**src/rtl/pipe_skid_reg.sv**
```systemverilog
// pipe_skid_reg: elastic two-entry pipeline register between pipeline stages.
// Ports: clk, clr (async, active-high), flush, in_valid/in_ready/in_data
//        (upstream), out_valid/out_ready/out_data (downstream).
module pipe_skid_reg #(
    parameter int WIDTH = 32
) (
    input  logic             clk,
    input  logic             clr,
    input  logic             flush,
    input  logic             in_valid,
    output logic             in_ready,
    input  logic [WIDTH-1:0] in_data,
    output logic             out_valid,
    input  logic             out_ready,
    output logic [WIDTH-1:0] out_data
);

    // State bits are {main_v, skid_v}; 2'b01 has no encoding on purpose.
    typedef enum logic [1:0] {
        EMPTY = 2'b00,
        ONE   = 2'b10,
        TWO   = 2'b11
    } state_t;

    state_t           state;
    state_t           state_nx;
    logic [WIDTH-1:0] main_d;
    logic [WIDTH-1:0] skid_d;
    logic [WIDTH-1:0] main_nx;
    logic [WIDTH-1:0] skid_nx;
    logic             main_v;
    logic             skid_v;
    logic             accept;
    logic             consume;

    assign main_v    = state[1];
    assign skid_v    = state[0];

    // Ready comes straight from the skid flop: no path from out_ready.
    assign in_ready  = ~skid_v;
    assign out_valid = main_v;
    assign out_data  = main_d;

    assign accept    = in_valid & in_ready;
    assign consume   = main_v & out_ready;

    always_ff @(posedge clk or posedge clr) begin
        if (clr) begin
            state  <= EMPTY;
            main_d <= '0;
            skid_d <= '0;
        end else begin
            state  <= state_nx;
            main_d <= main_nx;
            skid_d <= skid_nx;
        end
    end

    always_comb begin
        state_nx = state;
        main_nx  = main_d;
        skid_nx  = skid_d;
        if (flush) begin
            // Squash wins over any accept/consume; data may stay stale.
            state_nx = EMPTY;
        end else begin
            unique case (state)
                EMPTY: begin
                    if (accept) begin
                        state_nx = ONE;
                        main_nx  = in_data;
                    end
                end
                ONE: begin
                    if (accept && consume) begin
                        main_nx  = in_data;
                    end else if (accept) begin
                        state_nx = TWO;
                        skid_nx  = in_data;
                    end else if (consume) begin
                        state_nx = EMPTY;
                    end
                end
                TWO: begin
                    // in_ready is low here, so only a drain can happen.
                    if (consume) begin
                        state_nx = ONE;
                        main_nx  = skid_d;
                    end
                end
                default: begin
                    state_nx = EMPTY;
                end
            endcase
        end
    end

    a_no_skid_only: assert property (
        @(posedge clk) disable iff (clr)
        !(skid_v && !main_v)
    );

    a_stall_stable: assert property (
        @(posedge clk) disable iff (clr)
        (out_valid && !out_ready && !flush)
        |=> (out_valid && $stable(out_data))
    );

endmodule

```
**config.mk**
```make
export PLATFORM = sky130hd
export DESIGN_NAME = pipe_skid_reg
export DESIGN_NICKNAME = d
export VERILOG_FILES = /design/src/rtl/pipe_skid_reg.sv
export SDC_FILE = /design/constraint.sdc
export NUM_CORES = 1
export LEC_CHECK = 0
export ABC_AREA = 1
export CORE_MARGIN = 2
export CORE_UTILIZATION = 47
export CTS_BUF_LIST = sky130_fd_sc_hd__clkbuf_2
export CTS_CLUSTER_DIAMETER = 100
export DETAILED_ROUTE_END_ITERATION = 6
export GPL_TIMING_DRIVEN = 0
export MAX_ROUTING_LAYER = met4
export PLACE_DENSITY_LB_ADDON = 0.2
export SKIP_CTS_REPAIR_TIMING = 1
export SYNTH_ARGS = -nofsm -noshare
export SYNTH_HDL_FRONTEND = slang
export SYNTH_SLANG_ARGS = --single-unit
```
**constraint.sdc**
```tcl
create_clock -name clk -period 2.13 [get_ports clk]
set_clock_uncertainty 0.15 [all_clocks]
set_input_delay 0.426 -clock clk [delete_from_list [all_inputs] [get_ports clk]]
set_output_delay 0.426 -clock clk [all_outputs]
set_load 0.02 [all_outputs]
```
== After elaboration in Yosys (flattened, before gate mapping) ==
Cells that the tools add are included.

* Equal/unequal tests: 9
* Muxes and demuxes: 11
* Bitwise operators: 5
* Reduce and logical (&&, ||, !) cells: 6

{| class="wikitable"
|+ Operators by type and width
! operator !! number
|-
| 32-bit two-way mux || 3
|-
| 32-bit one-hot mux with 3 select lines || 1
|-
| 2-bit two-way mux || 6
|-
| 3-bit != test, second input constant || 3
|-
| 4-bit AND reduction || 2
|-
| 2-bit != test, second input constant || 3
|-
| 2-bit one-hot mux with 3 select lines || 1
|-
| 5-bit AND reduction || 1
|-
| 2-bit equality test, second input constant || 2
|-
| 4-bit != test, second input constant || 1
|-
| 1-bit inverter || 3
|-
| 3-bit nonzero test || 1
|-
| 1-bit bitwise AND || 2
|-
| 2-bit zero test || 1
|-
| 1-bit logical AND || 1
|}

* Bits in registers: 66
* Output and inout bits: 34
* Logic and storage cells: 34

== Logic depth before layout (Yosys ltp) ==
Gate-level depths: netlist (run 1).

* Word-level depth: 6
* Mapped depth: 8
* Gate-level depth less buffers: 8

== Worst setup path before layout (run 1) ==
No wires, ideal clock.

* Path type: register to register
* Start: register state[1]
* End: register main_d[0], in the netlist out_data[0]
* Setup time: 0.117 ns
* Arrival: 1.465 ns
* Required time: 1.863 ns
* Setup slack: 0.398 ns
* Stages on the path, launching flop included: 8
* Buffers on the path: 1
* Path through: dfrtp_1 > inv_1 > ha_1 > nor2_1 > nand4_1 > buf_2 > nand2_1 > nand2_1

* Longest elaborated chain between the ends: 4
* Elaborated cells between the ends (all ways): 11
* Those cells by class: eq/ne: 5; mux: 1; bitwise: 1; reduce/logical: 4

{| class="wikitable"
|+ Ends and longest elaborated chain
! element !! line !! RTL
|-
| from (decl) || 25 || <nowiki>state_t state;</nowiki>
|-
| from (signal assigned) || 53 || <nowiki>state <= state_nx;</nowiki>
|-
| 1-bit bitwise AND || 45 || <nowiki>assign consume = main_v & out_ready;</nowiki>
|-
| 1-bit logical AND || 75 || <nowiki>if (accept && consume) begin</nowiki>
|-
| 2-bit != test (no line) || n/a ||
|-
| 5-bit AND reduction (no line) || n/a ||
|-
| to (signal assigned) || 54 || <nowiki>main_d <= main_nx;</nowiki>
|-
| to (decl) || 27 || <nowiki>logic [WIDTH-1:0] main_d;</nowiki>
|}

Parallel ways exist; a longest one is shown, timed or not.
A chain may end at the register's enable or synchronous reset.

== Worst setup path after layout (run 1) ==
* Start: register main_d[6], in the netlist out_data[6]
* End: output port out_data[6]

{| class="wikitable"
|+ RTL lines
! element !! line !! RTL
|-
| to (decl) || 15 || <nowiki>output logic [WIDTH-1:0] out_data</nowiki>
|}

No word-level cell between the ends.

==> results of run 1 <==
[power by group through the flow]
stage,sequential [uW],clock (uW),combinational [uW]
2_1_floorplan,2530,0,1100
3_3_place_gp,2180,0,2350
3_5_place_dp,2200,0,2390
4_1_cts,2180,730,2410
5_1_grt,2240,777,2630
6_report,2180,706,2370
[worst paths after layout]
check,slack [ns],to
max in group asynchronous,1.01,state[1]
max,0.07,out_data[6]
max reg2reg,0.25,out_data[11]
min,0.21,out_data[1]
min in group clk,0.34,skid_d[24]
min reg2reg,0.34,out_data[0]
[registers in the layout, indices dropped and copies added (netlist names)]
| signal | cells |
|---|---|
| out_data | 32 |
| state | 2 |
| skid_d | 32 |
[cells in the final DEF, fill, tap and decap left out]
| cell type | netlist | layout |
|---|---|---|
| nand4_1 | 1 | 1 |
| inv_1 | 40 | 39 |
| nor2_8 | 1 | 1 |
| clkinv_1 | 0 | 2 |
| buf_2 | 6 | 6 |
| clkbuf_2 | 0 | 9 |
| clkinvlp_4 | 0 | 2 |
| o21ai_0 | 36 | 36 |
| a21oi_2 | 19 | 19 |
| nand3_4 | 1 | 1 |
| buf_4 | 1 | 1 |
| nor2_4 | 1 | 1 |
| buf_6 | 8 | 8 |
| dfrtp_2 | 0 | 1 |
| nand3_1 | 5 | 5 |
| clkdlybuf4s50_1 | 0 | 63 |
| bufinv_16 | 0 | 1 |
| clkinv_2 | 0 | 3 |
| buf_12 | 0 | 1 |
| clkbuf_1 | 3 | 3 |
| dfrtp_1 | 66 | 65 |
| dlymetal6s2s_1 | 0 | 7 |
| o21ai_1 | 1 | 1 |
| nand2_1 | 143 | 143 |
| nand2_2 | 3 | 3 |
| nor2_1 | 33 | 33 |
| ha_1 | 4 | 4 |
| a21oi_1 | 11 | 11 |
| inv_2 | 1 | 1 |
[through the flow]
| step | cell area, um^2 | setup WS (ns) |
|---|---|---|
| CTS | 4090 | -0.203 |
| finish | 4110 | 0.0727 |
| global route | 4110 | 0.000230 |
| global placement | 3960 | -0.0174 |
| detailed placement | 3980 | 0.00756 |
| floorplan | 3160 | 0.398 |
[final cells by class]
type	count	area (um^2)	area share
clock buffers	9	45.0	0.0110
well taps	77	96.3	0.0235
inverters	41	158	0.0384
flip-flops and latches	66	1650	0.403
clock inverters	7	60.1	0.0146
plain buffers	18	139	0.0338
multi-input cells	259	1220	0.296
repair buffers	71	738	0.180
[cells by family (layout without fill, tap and decap cells)]
kind of cell	after synthesis	count (layout)	share of synthesized area
simple gates	188	188	0.240
flops	66	66	0.523
buf+inv	59	146	0.0926
fa+ha+maj	4	4	0.0158
compound gates	67	67	0.129
[per-layer routing]
metal / up-vias / share of wire / global-route usage / wire length (um)
met5: - / 0 / - / 0
met3: 6 / 0.040 / 0.0375 / 274
met4: 0 / 0.0071 / 0.0765 / 49
met1: 1208 / 0.46 / 0.277 / 3200
li1: 1344 / - / - / -
met2: 65 / 0.49 / 0.331 / 3370
==> insert_results.sql, run 1 <==
INSERT INTO impl_metrics (metric_group, metric, value, unit) VALUES
('sta', 'timing.final.crit_period', '2.06', 'ns'),
('power', 'leakagePower', '0.00205', 'uW'),
('setup_path', 'worstSetupPathDepth', '1', ''),
('power', 'power_density', '1280', 'nW/um^2'),
('logic_synthesis', 'async_reset_ff_frac', '1.00', ''),
('clock_network', 'root_buffer', 'clkbuf_2', ''),
('grt', 'grt_max_degree', '39', ''),
('setup_path', 'worst-setup-path-type', 'reg -> out', ''),
('clock_network', 'cts_sink_count', '66', ''),
('cells_and_area', 'num-fill-cells', '597', ''),
('placement', 'globalplace.congestion', '0.799', ''),
('grt', 'vias_in_the_first_global_route', '2615', ''),
('outcome', 'outcome', 'completed', ''),
('setup_path', 'reg2reg_launch_point', 'state[1]', ''),
('routing', 'drt_pre_antenna_iters', '4', ''),
('logic_synthesis', 'edff_count_synth', '0', ''),
('logic_synthesis', 'netlist.top_cell.by_area', 'dfrtp_1', ''),
('sta', 'layout_worst_path_cycle_share', '0.966', ''),
('run', 'cap_violations', '0', ''),
('setup_path', 'critPathArrivalTime', '1.48', 'ns'),
('logic_synthesis', 'postSynthNetCount', '425', ''),
('floorplan', 'floorplan.die.height', '86.0', 'um'),
('logic_synthesis', 'post_synth_instance_area', '3160', 'um^2'),
('clock_network', 'clock_path_buffers', '2', ''),
('logic_synthesis', 'netlist_top_cells_area', 'dfrtp_1 (52%), nand2_1 (17%), o21ai_0 (5.7%)', ''),
('grt', 'grtUsageTotal', '0.212', ''),
('routing', 'remaining_drc_errors', '0', ''),
('cells_and_area', 'finalCoreUtilization', '0.639', ''),
('sta', 'fmax', '0.486', 'GHz'),
('placement', 'place.detailed.instances', '532', ''),
('power', 'sw_frac_of_total', '0.395', ''),
('routing', 'vias', '2623', ''),
('sta', 'setup_viol', '0', ''),
('min_path', 'holdCritPathClass', 'in -> async', ''),
('clock_network', 'cts_inserted_buffers', '9', ''),
('power', 'internal_power_consumption', '3180', 'uW'),
('placement', 'hpwlAfterDp', '4.83', 'mm'),
('cells_and_area', 'drive_gt1_frac', '0.123', ''),
('setup_path', 'cp_num_buf_inv', '1', ''),
('clock_network', 'cts_tree', 'built', ''),
('floorplan', 'placement_rows', '29', ''),
('grt', 'first_pass_grt_wire_length', '12.0', 'mm'),
('power', 'power', '5250', 'uW'),
('setup_path', 'crit_fanout', '2', ''),
('cells_and_area', 'areaGrowthSynthToFinish', '29.9', '%'),
('floorplan', 'dieWidth', '86.0', 'um'),
('routing', 'finalWirelength', '6.89', 'mm'),
('sta', 'grt_setup_unrepaired', 'no', ''),
('routing', 'route.detailed.wl_per_inst', '12.6', 'um'),
('setup_path', 'worstRegToRegCells', '7', ''),
('sta', 'max_slew.worst_pin.slew', '0.652', 'ns'),
('clock_network', 'clkTransAtPathRegs', '0.20', 'ns'),
('setup_path', 'sequence_of_cells_on_the_critical_path', 'clkdlybuf4s50_1', ''),
('routing', 'drtIter0Drc', '117', ''),
('logic_synthesis', 'ys_types', '20', ''),
('setup_path', 'critical_path.max_stage_delay', '0.61', 'ns'),
('clock_network', 'clk-insertion-delay-late', '0.46', 'ns'),
('setup_path', 'critPathSlowestCell', 'clkdlybuf4s50_1', ''),
('floorplan', 'core_area', '6420', 'um^2'),
('power', 'power.ir.vdd_worst', '0.624', 'mV'),
('logic_synthesis', 'synth.yosys.warnings', '0', ''),
('setup_path', 'worst_setup_path_start_kind', 'flop', ''),
('power', 'pwr-share-comb', '0.451', ''),
('sta', 'finalHoldViolations', '0', ''),
('cells_and_area', 'nets', '507', ''),
('clock_network', 'clock_tree.htree_level_count', '3', ''),
('logic_synthesis', 'yosys_register_bits', '66', ''),
('cells_and_area', 'antennaDiodeCount', '0', ''),
('logic_synthesis', 'syn-mean-instance-area', '8.23', 'um^2'),
('power', 'switchingPower', '2080', 'uW'),
('grt', 'grt_antenna_before_repair', '0', '');
Note: power is estimated with default switching activity, not from simulation.
==> run 2: changes to the inputs <==
--- a/config.mk
+++ b/config.mk
@@ -6,7 +6,6 @@
 export NUM_CORES = 1
 export LEC_CHECK = 0
 export ABC_AREA = 1
-export CORE_MARGIN = 2
 export CORE_UTILIZATION = 47
 export CTS_BUF_LIST = sky130_fd_sc_hd__clkbuf_2
 export CTS_CLUSTER_DIAMETER = 100
@@ -15,6 +14,7 @@
 export MAX_ROUTING_LAYER = met4
 export PLACE_DENSITY_LB_ADDON = 0.2
 export SKIP_CTS_REPAIR_TIMING = 1
+export SLEW_MARGIN = 20
 export SYNTH_ARGS = -nofsm -noshare
 export SYNTH_HDL_FRONTEND = slang
 export SYNTH_SLANG_ARGS = --single-unit
==> run 2 against run 1 <==
The flow now finishes with violations (DRC); clock power hardly changed; register-to-register slack hardly changed; highest routed layer unchanged; first-iteration DRC count is 27% higher; critical path type unchanged; power hardly changed.
==> insert_results.sql, run 2 (synthesis gave the netlist of run 1 again) <==
INSERT INTO impl_metrics (metric_group, metric, value, unit) VALUES
('outcome', 'outcome', 'complete, but fails checks', ''),
('outcome', 'failed_checks', 'DRC', ''),
('routing', 'remaining_drc_errors', '8', ''),
('min_path', 'holdCritPathClass', 'in -> async', ''),
('setup_path', 'critPathSlowestCell', 'clkdlybuf4s50_1', ''),
('setup_path', 'sequence_of_cells_on_the_critical_path', 'clkdlybuf4s50_1', ''),
('cells_and_area', 'drive_gt1_frac', '0.125', ''),
('clock_network', 'clock_tree.htree_level_count', '3', ''),
('grt', 'grt_antenna_before_repair', '0', ''),
('setup_path', 'cp_data_required_time', '1.55', 'ns'),
('sta', 'layout_worst_path_cycle_share', '0.976', ''),
('clock_network', 'cts_inserted_buffers', '9', ''),
('setup_path', 'worst-setup-path-type', 'reg -> out', ''),
('cells_and_area', 'mostFrequentLayoutCells', 'nand2_1 (143), clkdlybuf4s50_1 (66), dfrtp_1 (65), inv_1 (39), o21ai_0 (36)', ''),
('sta', 'slew_headroom', '0.723', ''),
('sta', 'setup_viol', '0', ''),
('routing', 'route.detailed.wl_per_inst', '12.4', 'um'),
('placement', 'placed_cell_area', '4000', 'um^2'),
('grt', 'vias_in_the_first_global_route', '2686', ''),
('floorplan', 'floorplan.die.height', '84.0', 'um'),
('power', 'sw_frac_of_total', '0.392', ''),
('placement', 'hpwlAfterDp', '4.81', 'mm'),
('setup_path', 'reg2reg_launch_point', 'state[0]', ''),
('cells_and_area', 'final_common_cell', 'nand2_1', ''),
('run', 'cap_violations', '0', ''),
('clock_network', 'cts_sink_count', '66', ''),
('setup_path', 'critical_path.max_stage_delay', '0.61', 'ns'),
('clock_network', 'root_buffer', 'clkbuf_2', ''),
('sta', 'max_slew.worst_pin.slew', '0.416', 'ns'),
('floorplan', 'die-area', '7060', 'um^2'),
('sta', 'maxSlewViolCount', '0', ''),
('routing', 'vias', '2649', ''),
('cells_and_area', 'areaGrowthSynthToFinish', '30.1', '%'),
('grt', 'grt_max_degree', '34', ''),
('sta', 'fmax', '0.481', 'GHz'),
('power', 'portion_of_total_power_attributed_to_the_clock_network', '0.134', ''),
('setup_path', 'worst_setup_path_start_kind', 'flop', ''),
('setup_path', 'critPathArrivalTime', '1.50', 'ns'),
('setup_path', 'cp_num_buf_inv', '1', ''),
('floorplan', 'dieWidth', '84.0', 'um'),
('placement', 'globalplace.congestion', '0.839', ''),
('grt', 'first_pass_grt_wire_length', '12.1', 'mm'),
('cells_and_area', 'finalCoreUtilization', '0.640', ''),
('sta', 'hold-worst-slack', '0.0326', 'ns'),
('cells_and_area', 'antennaDiodeCount', '0', ''),
('clock_network', 'clock_path_buffers', '2', ''),
('cells_and_area', 'post-route-cell-area', '4110', 'um^2'),
('setup_path', 'setup_crit_start', 'out_data[12]', ''),
('setup_path', 'crit_fanout', '2', ''),
('floorplan', 'initial_cell_density_of_the_core', '0.492', ''),
('power', 'switchingPower', '2060', 'uW'),
('cells_and_area', 'nets', '508', ''),
('routing', 'drtIter0Drc', '149', ''),
('grt', 'grt_remaining_overflow', '0', ''),
('sta', 'grt_setup_unrepaired', 'no', ''),
('sta', 'timing.final.crit_period', '2.08', 'ns'),
('power', 'pwr-share-comb', '0.453', ''),
('sta', 'finalHoldViolations', '0', ''),
('floorplan', 'core_area', '6420', 'um^2'),
('clock_network', 'clk-insertion-delay-late', '0.48', 'ns'),
('power', 'power.ir.vdd_worst', '0.665', 'mV'),
('setup_path', 'critPathTopFamily', 'buffers and inverters', ''),
('routing', 'route.antenna.remaining_nets', '0', ''),
('routing', 'routed_via_density', '4.83', ''),
('clock_network', 'cts_tree', 'built', ''),
('power', 'leakagePower', '0.00203', 'uW'),
('setup_path', 'setup.worst_path.end_class', 'output pin', ''),
('floorplan', 'num_io_pins', '71', ''),
('routing', 'drt_pre_antenna_iters', '6', ''),
('power', 'power_density', '1280', 'nW/um^2'),
('grt', 'grtUsageTotal', '0.223', ''),
('power', 'power', '5250', 'uW'),
('floorplan', 'placement_rows', '29', ''),
('clock_network', 'clkTransAtPathRegs', '0.19', 'ns'),
('power', 'internal_power_consumption', '3190', 'uW'),
('placement', 'io_buffer_count', '70', ''),
('power', 'share_seq_of_total_power', '0.413', ''),
('routing', 'finalWirelength', '6.77', 'mm');
## run 2: changes by cell type in the layout (fill, tap and decap cells not counted)
cell	previous run	this run
buf_12	1	2
clkbuf_2	9	11
clkdlybuf4s50_1	63	66
clkinv_1	2	1
clkinv_2	3	2
clkinvlp_4	2	1
dlymetal6s2s_1	7	4
## run 2: path summary, 6_finish.rpt
path	cells past startpoint	slack, ns	end
worst max register to register	7	0.26	out_data[5]
min in group clk	3	0.31	skid_d[14]
max in group asynchronous	4	1.13	skid_d[9]
worst min-delay path	2	0.03	out_data[11]
worst max-delay path	1	0.05	out_data[12]
worst min register to register	2	0.34	out_data[10]
## run 2: area by class of cell
cell class,count,area (um^2)
multi-input cells,259,1220
well taps,77,96.3
clock inverters,4,43.8
inverters,41,158
clock buffers,11,55.1
fillers,562,2310
repair buffers,72,751
flip-flops and latches,66,1650
plain buffers,18,139
## run 2: routing by layer
| layer | global-route usage | up-vias | wire [um] |
|---|---|---|---|
| li1 | - | 1344 | - |
| met1 | 0.279 | 1234 | 3230 |
| met4 | 0.0893 | 0 | 88 |
| met5 | - | - | 0 |
| met2 | 0.361 | 62 | 3220 |
| met3 | 0.0386 | 9 | 240 |
## run 2: power groups by stage
stage          clock network [uW]  logic (uW)  registers (uW)
3_5_place_dp                    0        2400            2200
5_1_grt                       765        2630            2250
3_3_place_gp                    0        2340            2180
4_1_cts                       722        2410            2170
6_report                      705        2380            2170
2_1_floorplan                   0        1100            2530
## run 2: per-stage QoR
| stage | setup WS [ns] | setup TNS, ns | cells |
|---|---|---|---|
| detailed placement | 0.0377 | 0 | 533 |
| finish | 0.0507 | 0 | 548 |
| global placement | -0.0256 | -1.43 | 531 |
| floorplan | 0.398 | 0 | 384 |
| CTS | -0.176 | -0.313 | 548 |
| global route | 0.000199 | 0 | 548 |
